===== src/rtl/nibble_serial_sub.sv =====
// Multi-cycle W-bit subtractor F = X - Y - B0.
// One 4-bit carry-lookahead slice computes X + ~Y + carry, one nibble per
// cycle (LSB nibble first); the carry between nibbles is held in a register.
//
// state | meaning
// ------+----------------------------------------------------------------
// IDLE  | waiting for start; results from the last completed op held
// RUN   | one nibble per edge; completion on the last nibble
module nibble_serial_sub #(
   parameter int NIBBLES = 4
) (
   input  logic                 clk,
   input  logic                 rst_n,
   input  logic                 start,
   input  logic [4*NIBBLES-1:0] X,
   input  logic [4*NIBBLES-1:0] Y,
   input  logic                 B0,
   output logic                 busy,
   output logic                 done,
   output logic [4*NIBBLES-1:0] F,
   output logic                 B_out,
   output logic                 V,
   output logic                 Z
);

   localparam int W  = 4 * NIBBLES;
   localparam int IW = (NIBBLES > 1) ? $clog2(NIBBLES) : 1;

   typedef enum logic {IDLE, RUN} state_t;

   state_t          state;
   logic [W-1:0]    x_q;
   logic [W-1:0]    y_q;
   logic [W-1:0]    res_q;
   logic            carry;
   logic [IW-1:0]   idx;

   logic [3:0]      a;
   logic [3:0]      b;
   logic [3:0]      g;
   logic [3:0]      p;
   logic [4:0]      c;
   logic [3:0]      sum;
   logic [W-1:0]    res_next;
   logic            last;

   // Lookahead slice on the current nibble; res_next is the result with it merged in
   always_comb begin
      a    = x_q[4*idx +: 4];
      b    = ~y_q[4*idx +: 4];
      g    = a & b;
      p    = a ^ b;
      c[0] = carry;
      c[1] = g[0] | (p[0] & c[0]);
      c[2] = g[1] | (p[1] & g[0]) | (p[1] & p[0] & c[0]);
      c[3] = g[2] | (p[2] & g[1]) | (p[2] & p[1] & g[0])
           | (p[2] & p[1] & p[0] & c[0]);
      c[4] = g[3] | (p[3] & g[2]) | (p[3] & p[2] & g[1])
           | (p[3] & p[2] & p[1] & g[0])
           | (p[3] & p[2] & p[1] & p[0] & c[0]);
      sum  = p ^ c[3:0];
      res_next = res_q;
      res_next[4*idx +: 4] = sum;
      last = (idx == IW'(NIBBLES - 1));
   end

   // Sequencer: operand capture, per-nibble accumulation, registered results
   always_ff @(posedge clk or negedge rst_n) begin
      if (!rst_n) begin
         state <= IDLE;
         x_q   <= '0;
         y_q   <= '0;
         res_q <= '0;
         carry <= 1'b0;
         idx   <= '0;
         busy  <= 1'b0;
         done  <= 1'b0;
         F     <= '0;
         B_out <= 1'b0;
         V     <= 1'b0;
         Z     <= 1'b0;
      end else begin
         case (state)
            IDLE: begin
               done <= 1'b0;
               if (start) begin
                  x_q   <= X;
                  y_q   <= Y;
                  carry <= ~B0;
                  idx   <= '0;
                  busy  <= 1'b1;
                  state <= RUN;
               end
            end
            RUN: begin
               res_q <= res_next;
               carry <= c[4];
               if (last) begin
                  // F is published whole, never nibble by nibble
                  idx   <= '0;
                  busy  <= 1'b0;
                  done  <= 1'b1;
                  F     <= res_next;
                  B_out <= ~c[4];
                  Z     <= (res_next == '0);
                  V     <= (x_q[W-1] != y_q[W-1]) && (res_next[W-1] != x_q[W-1]);
                  state <= IDLE;
               end else begin
                  idx <= idx + 1'b1;
               end
            end
            default: state <= IDLE;
         endcase
      end
   end

endmodule


===== config.mk =====
export PLATFORM = sky130hd
export DESIGN_NAME = nibble_serial_sub
export DESIGN_NICKNAME = d
export VERILOG_FILES = /design/src/rtl/nibble_serial_sub.sv
export SDC_FILE = /design/constraint.sdc
export NUM_CORES = 1
export LEC_CHECK = 0
export ABC_CLOCK_PERIOD_IN_PS = 3250
export CAP_MARGIN = 20
export CELL_PAD_IN_SITES_DETAIL_PLACEMENT = 1
export CELL_PAD_IN_SITES_GLOBAL_PLACEMENT = 2
export CORE_MARGIN = 5
export CORE_UTILIZATION = 30
export DETAILED_ROUTE_END_ITERATION = 12
export MAX_ROUTING_LAYER = met4
export PLACE_DENSITY_LB_ADDON = 0.1
export SETUP_SLACK_MARGIN = 0.15
export SLEW_MARGIN = 0
export SYNTH_ARGS = -nofsm -noshare
export SYNTH_HDL_FRONTEND = slang
export SYNTH_SLANG_ARGS = --single-unit

===== constraint.sdc =====
create_clock -name clk -period 3.25 [get_ports clk]
set_input_delay 0.8125 -clock clk [delete_from_list [all_inputs] [get_ports clk]]
set_output_delay 0.8125 -clock clk [all_outputs]
set_load 0.03 [all_outputs]

==> results.yml <==
run_status:
  outcome: "completed"
floorplan:
  ios: 57
  fp.dieArea_um2: 14000
  core_um2: 11500
  chipWidth_um: 118
  rows: 39
  die_y_um: 118
  start_util_pct: 30.6
critical_path:
  cp-start-kind: "flop"
  rr_worst_depth: 7
  critPathMaxFanout: 12
  path_buf_inv: 0
  end_kind: "flop"
  crit_family: "multiplexers"
  slowest_stage: "dfrtp_1"
  r2r-start: "idx[1]"
  crit_arrival_ns: 3.01
  critPathMaxStageDelay_ns: 0.65
  path_cells: "mux4_2, fa_1, nor4bb_1, mux2i_1, o221ai_1, nor4_1, a22o_1"
  crit_type: "flop to flop"
  required_ns: 3.52
  reg2reg_slack_ns: 0.51
  timing.rr.end: "Z"
drt:
  ant_nets: 0
  drc: 0
  drtIter0Drc: 98
  dr.pass1.iters: 6
  wl_per_cell_um: 18.5
  wl_mm: 9.34
  viasPerCell: 5.03
  vias: 2536
global_route:
  grt_use_total_pct: 14.4
  grt_max_degree: 74
  grt_pass1_wl_mm: 15.6
  grt_pass1_vias: 2866
  antenna_found_initial: 0
  grt_overflow_total: 0
clock_tree:
  numCtsBuffers: 9
  cts_buffer_depth: 2
  cts-root-buf: "clkbuf_16"
  post_cts_buffers: 0
  worstSkewPairLatency_ns: 0.33
  clock_sinks: 73
  cts_tree: "yes"
  htreeDepth: 3
  clk_transition_reported_paths_ns: 0.06
synth:
  post_synth_num_cell_types: 48
  ys_top_cells_by_count: "dfrtp_1, mux2_2, nand2_1"
  synth_edf_count: 0
  yosysWarnings: 0
  avgSynthCellArea_um2: 11.9
  synthesis.nets: 343
  synth.area.top_cells: "dfrtp_1, mux2_2, mux4_2"
  synth-async-reset-ratio_pct: 100
  yosysSeqAreaShare_pct: 52.0
  synth_seq_cells: 73
  yosys.cell_count.top_type: "dfrtp_1"
  synth_top_area_cell: "dfrtp_1"
  syn-cell-area_um2: 3510
  yosys_most_used_dff: "dfrtp_1"
  synthCells: 295
  yosysTopAreaCellShare_pct: 52.0
worst_hold_path:
  hold_start: "F[13]"
  hold_depth: 2
  hold_end: "F[13]"
  hp-class: "flop to flop"
timing:
  tightestPinTransition_ns: 0.951
  min_period_over_period_pct: 84.2
  fin_skew_ns: 0.00398
  fin_setup_tns_ns: 0
  finalSetupViolCount: 0
  slew_headroom_pct: 36.6
  min_period_ns: 2.74
  slew_viol_final: 0
  rsz0062_at_grt: "false"
  whs_ns: 0.483
  max_freq_mhz: 365
  hold_violations: 0
placement:
  gp_congestion: 0.848
  port-buffer-count: 56
  dp_hpwl_mm: 6.74
final_layout:
  antenna_cells: 0
  final_util_pct: 39.6
  drive_gt1_share_pct: 20.8
  nets: 405
  syn_to_final_growth_pct: 29.2
  fillers: 1227
flow_run:
  cap_violations: 0
logic make-up (layout without fill, tap and decap cells):
family / after synthesis / in the layout / synth area share (%)
flip-flops: 73 / 73 / 52.0
AND/OR/NAND/NOR: 71 / 71 / 10.6
AO/OA/AOI/OAI: 65 / 65 / 12.0
multiplexers: 43 / 43 / 16.3
buffers and inverters: 28 / 94 / 3.28
adder cells (fa/ha/maj): 12 / 12 / 4.49
XOR/XNOR: 3 / 3 / 1.28
final cells by class:
class | instances | area, µm² | area share (%)
multi-input cells | 194 | 1570 | 34.7
clock buffers | 11 | 233 | 5.13
repair buffers | 66 | 633 | 13.9
well taps | 143 | 179 | 3.94
flip-flops and latches | 73 | 1830 | 40.3
clock inverters | 4 | 45.0 | 0.992
inverters | 13 | 48.8 | 1.07
worst max path at each step:
stage / startpoint / end / cells after the start
2_1_floorplan: idx[0] / V / 8
3_3_place_gp: idx[0] / V / 8
3_5_place_dp: idx[0] / Z / 7
4_1_cts: idx[0] / Z / 7
5_1_grt: idx[1] / Z / 8
6_report: idx[1] / Z / 7
worst register-to-register path: cells and delay by family (launching register included):
kind                       cells  cell delay, ns
DFF                            1            0.65
muxes                          2            0.71
adders and majority gates      1            0.65
and+or+nand+nor                2            0.33
AOI/OAI and AO/OA              2            0.34
metal layers:
layer	global-route usage [%]	vias to the layer above	share of wire [%]
met2	22.9	56	50
li1	-	1187	-
met5	-	-	0
met3	2.67	20	3.2
met4	6.95	0	2.6
met1	17.8	1273	44
flip-flops by register name, indices dropped and copies added (netlist names):
signal  count
F          16
res_q      16
x_q        16
y_q        16
idx         2
B_out       1
V           1
Z           1
busy        1
carry       1
done        1
state       1
repair_timing:
action / 4_1_cts / 5_1_grt
gates resized for setup: 0 / 1
setup endpoints to repair: 0 / 1
hold buffers: 0 / 0
cell usage in the layout, fill, tap and decap left out, drive strengths merged, types with 2 or more instances in the layout:
cell type	instances
dfrtp	73
clkdlybuf4s50	55
mux2	33
nand2	31
o21ai	23
a21oi	19
inv	13
nor2	11
ha	11
buf	11
clkbuf	11
mux4	8
nor2b	7
a221oi	6
a22o	5
nor4	3
clkinv	3
nor3	3
nand2b	2
or4	2
xnor2	2
nor4bb	2
mux2i	2
and4bb	2
o21a	2
o31ai	2
metrics by stage:
stage	cell area (µm²)	setup slack (ns)	instances
floorplan	3510	0.512	295
global placement	4260	0.503	489
detailed placement	4260	0.374	489
CTS	4540	0.339	504
global route	4540	0.227	504
finish	4540	0.513	504
Power is left out: the tool's default activity adds up to more than one toggle a clock period on the data nets, which glitch-free logic cannot reach.
